File: config.mk
export PLATFORM = sky130hd
export DESIGN_NAME = pipeline_hazard_ctrl
export DESIGN_NICKNAME = d
export VERILOG_FILES = /design/src/rtl/pipeline_hazard_ctrl.sv
export SDC_FILE = /design/constraint.sdc
export NUM_CORES = 1
export LEC_CHECK = 0
export CAP_MARGIN = 20
export CORE_UTILIZATION = 33
export CTS_CLUSTER_SIZE = 25
export DETAILED_ROUTE_END_ITERATION = 12
export DONT_BUFFER_PORTS = 1
export MAX_ROUTING_LAYER = met4
export PLACE_DENSITY = 0.52
export SYNTH_ARGS = -nofsm -noshare
export SYNTH_HDL_FRONTEND = slang
export SYNTH_SLANG_ARGS = --single-unit
File: constraint.sdc
create_clock -name clk -period 5.9 [get_ports clk]
set_input_delay 0.59 -clock clk [delete_from_list [all_inputs] [get_ports clk]]
set_output_delay 0.59 -clock clk [all_outputs]
set_load 0.01 [all_outputs]
File: src/rtl/pipeline_hazard_ctrl.sv
// ---------------------------------------------------------------------------
// pipeline_hazard_ctrl
//
// Central hazard controller for the five-stage F/D/E/M/W pipeline. It drives
// the stall and flush controls of every inter-stage register (including the
// F->D register), selects ALU operand forwarding in E, sequences multi-cycle
// MDU operations held in E, and watches data-memory wait states in M.
//
// Ports
//   clk            rising-edge clock
//   reset          asynchronous active-low reset
//   rs1D, rs2D     source registers of the instruction in D
//   rs1E, rs2E     source registers of the instruction in E
//   rdE            destination register of the instruction in E
//   rdM, rdW       destination registers in M and W
//   reg_writeM/W   M / W instruction writes the register file
//   loadE          instruction in E is a load
//   pc_srcE        taken branch or jump resolved in E
//   mdu_startE     instruction in E is a multi-cycle MDU op
//   dmem_reqM      M issues a data-memory access
//   dmem_readyM    data memory completes the access this cycle
//   perf_clr       synchronous clear of stall_cycles
//   stallF..stallM hold PC / stage register
//   flushD..flushW zero stage register (insert a bubble)
//   forwardAE/BE   operand select: 00 regfile, 01 from W, 10 from M
//   mdu_doneE      MDU result valid in E this cycle
//   mdu_busy       MDU sequencer is waiting for the result
//   mem_timeout    sticky memory-timeout error
//   stall_cycles   saturating count of cycles with stallF asserted
// ---------------------------------------------------------------------------
module pipeline_hazard_ctrl #(
    parameter int MDU_LATENCY = 4,
    parameter int MEM_TIMEOUT = 255,
    parameter int PERF_W      = 32
) (
    input  logic              clk,
    input  logic              reset,
    input  logic [4:0]        rs1D,
    input  logic [4:0]        rs2D,
    input  logic [4:0]        rs1E,
    input  logic [4:0]        rs2E,
    input  logic [4:0]        rdE,
    input  logic [4:0]        rdM,
    input  logic [4:0]        rdW,
    input  logic              reg_writeM,
    input  logic              reg_writeW,
    input  logic              loadE,
    input  logic              pc_srcE,
    input  logic              mdu_startE,
    input  logic              dmem_reqM,
    input  logic              dmem_readyM,
    input  logic              perf_clr,
    output logic              stallF,
    output logic              stallD,
    output logic              stallE,
    output logic              stallM,
    output logic              flushD,
    output logic              flushE,
    output logic              flushM,
    output logic              flushW,
    output logic [1:0]        forwardAE,
    output logic [1:0]        forwardBE,
    output logic              mdu_doneE,
    output logic              mdu_busy,
    output logic              mem_timeout,
    output logic [PERF_W-1:0] stall_cycles
);

    // The MDU countdown only ever holds MDU_LATENCY-2, and the wait counter
    // saturates at MEM_TIMEOUT, so both are sized to those maxima.
    localparam int CNT_W  = (MDU_LATENCY > 2) ? $clog2(MDU_LATENCY) : 1;
    localparam int WAIT_W = (MEM_TIMEOUT > 1) ? $clog2(MEM_TIMEOUT + 1) : 1;

    localparam logic [CNT_W-1:0]  MDU_LOAD = CNT_W'(MDU_LATENCY - 2);
    localparam logic [WAIT_W-1:0] WAIT_MAX = WAIT_W'(MEM_TIMEOUT);

    typedef enum logic {
        ST_RUN      = 1'b0,
        ST_MDU_WAIT = 1'b1
    } state_t;

    state_t             r_state;
    logic [CNT_W-1:0]   r_mduCnt;
    logic               r_mduBusy;
    logic [WAIT_W-1:0]  r_waitCnt;
    logic               r_memTimeout;
    logic [PERF_W-1:0]  r_stallCycles;

    logic w_memStall;
    logic w_lwStall;
    logic w_mduStall;
    logic w_mduDone;
    logic w_mduWait;

    // Forwarding select for one E-stage source operand. A newer result in M
    // shadows an older one in W; x0 is never forwarded.
    function automatic logic [1:0] fwdSel(
        input logic [4:0] rsE,
        input logic       wrM,
        input logic [4:0] dstM,
        input logic       wrW,
        input logic [4:0] dstW
    );
        logic [1:0] sel;
        sel = 2'b00;
        if (wrM && (dstM != 5'd0) && (dstM == rsE)) begin
            sel = 2'b10;
        end else if (wrW && (dstW != 5'd0) && (dstW == rsE)) begin
            sel = 2'b01;
        end
        return sel;
    endfunction

    assign w_mduWait  = (r_state == ST_MDU_WAIT);
    assign w_memStall = dmem_reqM & ~dmem_readyM;
    assign w_lwStall  = loadE & (rdE != 5'd0) & ((rdE == rs1D) | (rdE == rs2D));

    // The start cycle itself stalls, then each wait cycle with a non-zero
    // countdown stalls; the final cycle (count 0) lets the op leave E.
    assign w_mduStall = (~w_mduWait & mdu_startE) | (w_mduWait & (r_mduCnt != '0));

    // A memory wait in M freezes E as well, so the result cannot be taken
    // while memStall holds; it is presented once memory releases.
    assign w_mduDone  = w_mduWait & (r_mduCnt == '0) & ~w_memStall;

    // Stall/flush priority: the memory wait freezes everything up to M and
    // bubbles W; the MDU freezes up to E and bubbles M; a load-use hazard
    // freezes F/D and bubbles E; a taken branch squashes D and E. Since only
    // the top row applies, a branch in E during a memory wait is squashed
    // only after the wait ends. Reset forces bubbles into every stage.
    always_comb begin
        stallF    = 1'b0;
        stallD    = 1'b0;
        stallE    = 1'b0;
        stallM    = 1'b0;
        flushD    = 1'b0;
        flushE    = 1'b0;
        flushM    = 1'b0;
        flushW    = 1'b0;
        forwardAE = 2'b00;
        forwardBE = 2'b00;
        mdu_doneE = 1'b0;
        if (!reset) begin
            flushD = 1'b1;
            flushE = 1'b1;
            flushM = 1'b1;
            flushW = 1'b1;
        end else begin
            forwardAE = fwdSel(rs1E, reg_writeM, rdM, reg_writeW, rdW);
            forwardBE = fwdSel(rs2E, reg_writeM, rdM, reg_writeW, rdW);
            mdu_doneE = w_mduDone;
            if (w_memStall) begin
                stallF = 1'b1;
                stallD = 1'b1;
                stallE = 1'b1;
                stallM = 1'b1;
                flushW = 1'b1;
            end else if (w_mduStall) begin
                stallF = 1'b1;
                stallD = 1'b1;
                stallE = 1'b1;
                flushM = 1'b1;
            end else if (w_lwStall) begin
                stallF = 1'b1;
                stallD = 1'b1;
                flushE = 1'b1;
            end else if (pc_srcE) begin
                flushD = 1'b1;
                flushE = 1'b1;
            end
        end
    end

    assign mdu_busy     = r_mduBusy;
    assign mem_timeout  = r_memTimeout;
    assign stall_cycles = r_stallCycles;

    // MDU sequencer. An op is not launched while M is waiting on memory,
    // because E is frozen and the op has not really started. The countdown
    // keeps running through memory waits so latency overlaps the wait; at
    // zero the sequencer only returns to RUN once memory lets E advance.
    // Reset drops any op in flight without producing a result.
    always_ff @(posedge clk or negedge reset) begin
        if (!reset) begin
            r_state   <= ST_RUN;
            r_mduCnt  <= '0;
            r_mduBusy <= 1'b0;
        end else begin
            case (r_state)
                ST_RUN: begin
                    if (mdu_startE && !w_memStall) begin
                        r_state   <= ST_MDU_WAIT;
                        r_mduCnt  <= MDU_LOAD;
                        r_mduBusy <= 1'b1;
                    end
                end
                ST_MDU_WAIT: begin
                    if (r_mduCnt != '0) begin
                        r_mduCnt <= r_mduCnt - CNT_W'(1);
                    end
                    if (w_mduDone) begin
                        r_state   <= ST_RUN;
                        r_mduBusy <= 1'b0;
                    end
                end
                default: begin
                    r_state   <= ST_RUN;
                    r_mduBusy <= 1'b0;
                end
            endcase
        end
    end

    // Memory watchdog: counts consecutive wait cycles. The error latches on
    // a wait cycle seen after MEM_TIMEOUT wait cycles already elapsed, and
    // only reset clears it.
    always_ff @(posedge clk or negedge reset) begin
        if (!reset) begin
            r_waitCnt    <= '0;
            r_memTimeout <= 1'b0;
        end else if (w_memStall) begin
            if (r_waitCnt != WAIT_MAX) begin
                r_waitCnt <= r_waitCnt + WAIT_W'(1);
            end else begin
                r_memTimeout <= 1'b1;
            end
        end else begin
            r_waitCnt <= '0;
        end
    end

    // Performance counter of fetch-stall cycles, saturating at all-ones.
    always_ff @(posedge clk or negedge reset) begin
        if (!reset) begin
            r_stallCycles <= '0;
        end else if (perf_clr) begin
            r_stallCycles <= '0;
        end else if (stallF && (r_stallCycles != '1)) begin
            r_stallCycles <= r_stallCycles + PERF_W'(1);
        end
    end

endmodule

* After elaboration in Yosys (flattened, before gate mapping)
Index checks and enable logic that the tools add are counted.
** Storage, ports and cells
- Logic and storage cells :: 93
- Bits in registers :: 45
- Input bits :: 45
- Output and inout port bits :: 47
** Operators by class
- Bitwise gates (word level) :: 13
- Add/sub/neg operators :: 3
- Reductions and logical operators :: 18
- Mux-type cells :: 41
- Eq/ne operators :: 12
** Operator list (count)
- 32-bit two-way mux :: 2
- 32-bit by 1-bit adder with 32-bit output (second input constant) :: 1
- 32-bit inequality test (second input constant) :: 1
- 5-bit equality test :: 6
- 1-bit two-way mux :: 28
- 8-bit two-way mux :: 2
- 5-bit nonzero test :: 3
- 2-bit two-way mux :: 6
- 8-bit by 1-bit adder with 8-bit output (second input constant) :: 1
- 1-bit logical AND :: 8
- 2-bit by 1-bit inequality test with 1-bit output (second input constant) :: 4
- 8-bit inequality test (second input constant) :: 1
- 1-bit AND :: 7
- 2-bit AND reduction :: 3
- 1-bit inverter :: 4
- 1-bit case mux with 2 select lines :: 2
- 2-bit case mux with 2 select lines :: 1
- 2-bit nonzero test :: 2
- 2-bit logical NOT :: 1
- 1-bit bitwise OR :: 2
- 2-bit by 1-bit subtractor with 2-bit output (second input constant) :: 1
- 1-bit logical NOT :: 1

* Logic depth before layout (Yosys ltp)
Gate-level depths: netlist of run 1.
- Depth in word-level cells :: 10
- Gate-level depth with buffers :: 10
- Gate-level depth less buffers :: 8

* Worst setup path after synthesis of run 1
OpenSTA, ideal clock, no wires.
- Path kind :: in2out
- Start :: in rdE[1]
- End :: out stallF
- Arrival time :: 2.037 ns
- Cell stages on the path :: 5
- Slack :: 3.273 ns
- Required time :: 5.310 ns
- Buffers on the path :: 1
- Cells stage by stage :: or4_1 o21a_1 a31oi_1 inv_1 buf_4
** Between the ends
- Word-level cells in the longest chain between the ends :: 7
- Elaborated cells between the ends (all ways) :: 10
- Classes of those cells :: eq/ne (2); mux (4); bitwise (3); reduce/logical (1)
** Ends and longest elaborated chain
- start, declared :: line 42 : input logic [4:0] rdE,
- 5-bit equality test or 5-bit nonzero test (tied branches) :: line 116 : assign w_lwStall = loadE & (rdE != 5'd0) & ((rdE == rs1D) | (rdE == rs2D));
- 1-bit bitwise OR or 1-bit AND (tied branches) :: line 116
- 1-bit AND * :: line 116
- 1-bit two-way mux * (4 in series)
- end, declared :: line 53 : output logic stallF,
Every way passes the cells marked *; elsewhere a longest branch is shown, timed or not.

* Worst setup path after layout of run 1
- Start :: reg r_mduCnt[0]
- End :: out stallF
** Between the ends
- Word-level cells in the longest chain between the ends :: 6
** Ends and longest elaborated chain
- start, declared :: line 83 : logic [CNT_W-1:0] r_mduCnt;
- start signal, assigned :: line 199 : r_mduCnt <= r_mduCnt - CNT_W'(1);
- 2-bit nonzero test :: line 120 : assign w_mduStall = (~w_mduWait & mdu_startE) | (w_mduWait & (r_mduCnt != '0));
- 1-bit AND :: line 120
- 1-bit bitwise OR :: line 120
- 1-bit two-way mux (3 in series)
No other way between the ends.

==> results.json, run 1 <==
{
  "layout-drive-gt1-share_pct": 4.75,
  "crit_buf_inv": 2,
  "yosysWarnings": 0,
  "gr-total-overflow": 0,
  "start_kind": "flop",
  "die_x_microns": 94.9,
  "dpl_cell_area_sq_um": 2900,
  "critPathMaxStageDelay_ps": 490,
  "clkSinkCount": 45,
  "critPathSlowestCell": "a31oi_1",
  "wl_per_cell_microns": 16.3,
  "slew_violations": 0,
  "syn-num-nets": 371,
  "die_y_microns": 94.9,
  "regArea_sq_um": 1130,
  "dp_hpwl_mm": 4.87,
  "rr_worst_depth": 8,
  "firstDrtPassIters": 4,
  "setup.worst_path.start": "r_mduCnt[0]$_DFFE_PN0P_",
  "gp_congestion": 0.740,
  "grt_max_degree": 51,
  "fmax_mhz": 325,
  "cp_data_required_time_ps": 5310,
  "power_density_nw_per_um2": 235,
  "viasPerCell": 5.60,
  "h-tree-depth": 2,
  "grt_usage_pct": 16.0,
  "cts_tree": "done",
  "final_nets": 364,
  "setup_viol": 0,
  "clock_path_buffers": 2,
  "finalClockSkew_ps": 9.74,
  "n_fill_cell": 859,
  "fp.coreArea_sq_um": 8300,
  "outcome": "finished, final reports clean",
  "critPathMaxFanout": 9,
  "grt_pass1_wl_mm": 10.8,
  "crit_end": "stallF",
  "ys_ff_latch": 45,
  "drtAntennaViolNets": 0,
  "drt-initial-drc-count": 108,
  "avgSynthCellArea_sq_um": 8.82,
  "cp_num_cells": 7,
  "antenna_found_initial": 0,
  "worstMarginPinSlew_ps": 611,
  "num_io_pins": 92,
  "start_util_pct": 34.3,
  "final-hold-violation-count": 0,
  "cap_violations": 0,
  "fin_crit_ps": 3070,
  "grt_setup_unrepaired": "false",
  "ir_drop_mv": 0.0967,
  "numCtsBuffers": 5,
  "wl_mm": 6.86,
  "r2r_setup_slack_ps": 3060,
  "critPathKind": "flop to primary output",
  "syn_to_final_growth_pct": 5.62,
  "reg2reg_from": "stall_cycles[1]$_DFFE_PN0P_",
  "synthesis.area_sq_um": 2850,
  "hold_path_class": "primary input to async pin",
  "slew_headroom_pct": 59.1,
  "utilization_pct": 36.3,
  "yosys.area.top_type": "dfrtp_1",
  "path_delay_family": "simple AND/OR/NAND/NOR gates",
  "p_leak_nw": 1.14,
  "synth-main-ff-cell": "dfrtp_1",
  "netlist_instances": 323,
  "r2r-end": "stall_cycles[25]$_DFFE_PN0P_",
  "cp_cell_sequence": "inv_1 -> ha_1 -> nand2b_1 -> nand3_1 -> and2_1 -> a31oi_1 -> inv_1",
  "n_antenna_cell": 0,
  "clkTransAtPathRegs_ps": 90,
  "tns_ps": 0,
  "cp-end-kind": "primary output",
  "clk_latency_ps": 290,
  "drc_errors": 0,
  "synth_top_area_share_pct": 39.5,
  "yosysSeqAreaShare_pct": 39.5,
  "cp_common_cell": "inv_1",
  "fp-row-count": 33,
  "yosys-top-cells-area": "dfrtp_1 40%, a21oi_1 6.1%, xnor2_1 5.8%",
  "io_buffers": 0,
  "critPathArrivalTime_ps": 2480,
  "dieArea_sq_um": 9010,
  "min_period_over_period_pct": 52.1,
  "async_flop_share_pct": 100,
  "multiInputGateArea_sq_um": 1600,
  "grt_pass1_vias": 2212,
  "vias": 2358,
  "finalInstanceArea_sq_um": 3010,
  "cts-root-buf": "clkbuf_8",
  "ys_types": 40,
  "synth-edff-count": 0
}
final cells by class:
cell class,instances,share of cell area (%)
clock buffers,7,2.87
repair buffers,2,1.16
multi-input cells,254,53.2
well taps,105,4.37
flip-flops and latches,45,37.4
inverters,8,0.998
power breakdown:
part	leakage [nW]	total (mW)	internal [mW]	switching, mW
clock network	0.0443	0.195	0.0932	0.102
logic	0.480	0.161	0.0612	0.100
registers	0.614	0.350	0.327	0.0227
stage by stage:
| stage | power (mW) | hold WS, ps | instances | worst slack, ps |
|---|---|---|---|---|
| 2_1_floorplan | 0.500 | 294 | 323 | 3270 |
| 3_3_place_gp | 0.509 | 295 | 413 | 2970 |
| 3_5_place_dp | 0.513 | 295 | 413 | 2910 |
| 4_1_cts | 0.720 | 137 | 421 | 2770 |
| 5_1_grt | 0.753 | 139 | 421 | 2570 |
| 6_report | 0.707 | 122 | 421 | 2830 |
layout by cell type, fill, tap and decap left out, drive strengths merged, types with 3 or more instances in the layout:
cell    instances
dfrtp          45
a21oi          35
o21ai          26
or3            22
xnor2          19
nand3          18
nand2          18
xor2           14
nor2           14
or4            11
nand4          10
inv             8
and3            8
clkbuf          7
o31ai           6
nor4            5
nor2b           5
and4            5
nor3            4
nand2b          4
and2            4
a31oi           4
mux2            4
mux2i           3
ha              3
kinds of logic (layout without fill, tap and decap cells):
group | count (synthesis) | in the layout | synth area share [%]
buffers and inverters | 24 | 17 | 4.30
DFF | 45 | 45 | 39.5
AOI/OAI and AO/OA | 80 | 80 | 15.8
xor gates and xnor gates | 33 | 33 | 10.1
muxes | 7 | 7 | 2.63
adders and majority gates | 3 | 3 | 1.32
and+or+nand+nor | 131 | 131 | 26.3
synth_stat cells, drive strengths merged, types with 4 or more instances:
cell,instances
dfrtp,45
a21oi,35
o21ai,26
or3,22
xnor2,19
nand2,18
nand3,18
nor2,14
xor2,14
clkbuf,11
or4,11
nand4,10
and3,8
inv,8
o31ai,6
and4,5
buf,5
nor2b,5
nor4,5
a31oi,4
and2,4
mux2,4
nand2b,4
nor3,4
per-layer routing:
metal,wire length [microns],part of all wire (%),global-route usage [%]
met1,2880,42,17.8
met2,3370,49,28.1
met3,537,7.8,4.75
met4,75,1.1,3.79
met5,0,0,-
state kept, by name, indices dropped and copies added (netlist names):
| register | cells |
|---|---|
| r_state | 1 |
| mem_timeout | 1 |
| stall_cycles | 32 |
| r_waitCnt | 8 |
| r_mduCnt | 2 |
| mdu_busy | 1 |
worst min-delay path by stage:
stage	start	end	slack, ps	depth (start not counted)
finish	reset	stall_cycles[0]$_DFFE_PN0P_	120	1
global route	reset	stall_cycles[4]$_DFFE_PN0P_	140	1
CTS	reset	stall_cycles[1]$_DFFE_PN0P_	140	1
detailed placement	reset	stall_cycles[7]$_DFFE_PN0P_	300	0
global placement	reset	stall_cycles[6]$_DFFE_PN0P_	300	0
floorplan	reset	mdu_busy$_DFFE_PN0P_	290	0
timing repair:
item                      in CTS  in global routing
hold buffers                   1                  0
buffers inserted               0                  0
gates resized for setup        0                  0
hold endpoints to repair      45                  0
Power figures use the tool's default switching activity.
==> run 2: changes to the inputs <==
--- a/config.mk
+++ b/config.mk
@@ -5,13 +5,14 @@
 export SDC_FILE = /design/constraint.sdc
 export NUM_CORES = 1
 export LEC_CHECK = 0
+export ABC_AREA = 1
 export CAP_MARGIN = 20
 export CORE_UTILIZATION = 33
 export CTS_CLUSTER_SIZE = 25
 export DETAILED_ROUTE_END_ITERATION = 12
 export DONT_BUFFER_PORTS = 1
 export MAX_ROUTING_LAYER = met4
-export PLACE_DENSITY = 0.52
+export PLACE_DENSITY = 0.53
 export SYNTH_ARGS = -nofsm -noshare
 export SYNTH_HDL_FRONTEND = slang
 export SYNTH_SLANG_ARGS = --single-unit
==> constraint.sdc (replaced) <==
create_clock -name clk -period 2.6 [get_ports clk]
set_input_delay 0.26 -clock clk [delete_from_list [all_inputs] [get_ports clk]]
set_output_delay 0.26 -clock clk [all_outputs]
set_load 0.01 [all_outputs]
==> results.json, run 2 <==
{
  "avgSynthCellArea_sq_um": 6.39,
  "final_nets": 592,
  "vias": 3359,
  "drtAntennaViolNets": 0,
  "ctsResizeCount": 0,
  "ys_ff_latch": 45,
  "place_inst": 671,
  "reg2reg_from": "stall_cycles[1]$_DFFE_PN0P_",
  "dieArea_sq_um": 11000,
  "setup.worst_path.start": "stall_cycles[1]$_DFFE_PN0P_",
  "worstMarginPinSlew_ps": 562,
  "ys_types": 31,
  "power_density_nw_per_um2": 450,
  "setup_viol": 0,
  "finalClockSkew_ps": 8.78,
  "crit_end": "stall_cycles[10]$_DFFE_PN0P_",
  "r2r-end": "stall_cycles[10]$_DFFE_PN0P_",
  "yosys.area.top_type": "dfrtp_1",
  "clkTransAtPathRegs_ps": 80,
  "outcome": "finished, final reports clean",
  "tns_ps": 0,
  "gp_congestion": 0.937,
  "final-hold-violation-count": 0,
  "r2r_setup_slack_ps": 480,
  "syn_to_final_growth_pct": 6.60,
  "numCtsBuffers": 5,
  "fin_crit_ps": 2120,
  "clk_latency_ps": 300,
  "synth-edff-count": 0,
  "antenna_found_initial": 0,
  "ir_drop_mv": 0.287,
  "viasPerCell": 4.94,
  "largest_reg_flops": 32,
  "synth_top_area_share_pct": 32.3,
  "layout-drive-gt1-share_pct": 4.78,
  "start_util_pct": 34.0,
  "num_io_pins": 92,
  "n_antenna_cell": 0,
  "cp_data_required_time_ps": 2840,
  "fmax_mhz": 472,
  "clkSinkCount": 45,
  "final_cells": 680,
  "grt_max_degree": 46,
  "die_y_microns": 105,
  "die_x_microns": 105,
  "wl_per_cell_microns": 13.6,
  "clock_path_buffers": 2,
  "critPathArrivalTime_ps": 2360,
  "io_buffers": 0,
  "total_power_mw": 1.67,
  "fp-row-count": 37,
  "hold_path_class": "primary input to flop",
  "critPathKind": "flop to flop",
  "cts_tree": "done",
  "fp.coreArea_sq_um": 10300,
  "grt_setup_unrepaired": "false",
  "netlist_instances": 546,
  "drt-initial-drc-count": 120,
  "grt_pass1_wl_mm": 15.9,
  "yosysSeqAreaShare_pct": 32.3,
  "p_leak_nw": 1.71,
  "dp_hpwl_mm": 7.01,
  "async_flop_share_pct": 100,
  "gr-total-overflow": 0,
  "grt_pass1_vias": 3291,
  "cap_violations": 0,
  "synthTopCellsByCount": "169 x nand2_1, 90 x nor2_1, 60 x inv_1",
  "cp-end-kind": "flop",
  "synthesis.area_sq_um": 3490,
  "synthMostInstantiatedCell": "nand2_1",
  "final_cell_mix": "169 x nand2_1, 90 x nor2_1, 60 x inv_1",
  "rr_worst_depth": 12,
  "cts-root-buf": "clkbuf_8",
  "cts_hold_buf": 2,
  "drc_errors": 0,
  "slew_violations": 0,
  "slew_headroom_pct": 62.5,
  "yosys-top-cells-area": "dfrtp_1 32%, nand2_1 18%, nor2_1 9.7%",
  "syn-num-nets": 594,
  "start_kind": "flop",
  "wl_mm": 9.24,
  "layout_commonest_cell": "nand2_1",
  "h-tree-depth": 2,
  "firstDrtPassIters": 4,
  "grt_usage_pct": 18.2,
  "min_period_over_period_pct": 81.5,
  "cts_setup_buffers": 0,
  "critPathMaxFanout": 32,
  "synth-main-ff-cell": "dfrtp_1",
  "yosysWarnings": 0
}
## run 2: critical path, stage by stage, from the launching register on
cell      delay, ps
dfrtp_1         450
ha_1            290
nand2_2          90
nor2_4          130
nand2_2         110
inv_2            70
nand2_2          60
nor2_1          110
nand3b_1        100
nand3_2         120
buf_4           320
nand3_1         120
nand2_1          90
## run 2: cell type report
type / instances / area (sq um)
clock buffers: 7 / 86.3
fillers: 1180 / 6560
inverters: 64 / 240
multi-input cells: 422 / 2030
flip-flops and latches: 45 / 1130
well taps: 136 / 170
repair buffers: 6 / 67.6
## run 2: kinds of logic after synthesis
family | after synthesis | synth area share (%)
adder cells (fa/ha/maj) | 3 | 1.08
flip-flops | 45 | 32.3
buffers and inverters | 79 | 9.57
XOR/XNOR | 41 | 10.3
AND/OR/NAND/NOR | 348 | 41.9
AO/OA/AOI/OAI | 30 | 4.88
## run 2: per-layer routing
layer / vias up / part of all wire [%] / global-route usage (%)
met5: - / 0 / -
met4: 0 / 2.1 / 6.04
met3: 17 / 4.7 / 3.06
met2: 87 / 49 / 31.4
met1: 1560 / 44 / 21.5
li1: 1695 / - / -
## run 2: power breakdown
| group | leakage [nW] | internal [mW] | switching [mW] |
|---|---|---|---|
| clock | 0.0443 | 0.211 | 0.235 |
| sequential | 0.611 | 0.748 | 0.0509 |
| combinational | 1.06 | 0.143 | 0.285 |
## run 2: how the worst min path moves through the flow
stage                     slack (ps)                     endpoint  startpoint  cells past startpoint
after floorplan                  -40         mdu_busy$_DFFE_PN0P_       reset                      0
after global placement           -30  stall_cycles[1]$_DFFE_PN0P_       reset                      0
after detailed placement         -30  stall_cycles[1]$_DFFE_PN0P_       reset                      0
after CTS                        100  stall_cycles[1]$_DFFE_PN0P_    perf_clr                      3
after global routing             110  stall_cycles[5]$_DFFE_PN0P_    perf_clr                      3
final                            120  stall_cycles[6]$_DFFE_PN0P_    perf_clr                      3
## run 2: per-stage QoR
step	instance area [sq um]	util, %	hold WS (ps)	setup slack [ps]
6_report	3720	36.2	117	481
5_1_grt	3720	36.2	114	282
4_1_cts	3720	36.2	104	457
3_5_place_dp	3600	35.0	-34.5	483
3_3_place_gp	3600	35.0	-34.5	541
2_1_floorplan	3490	-	-35.6	749
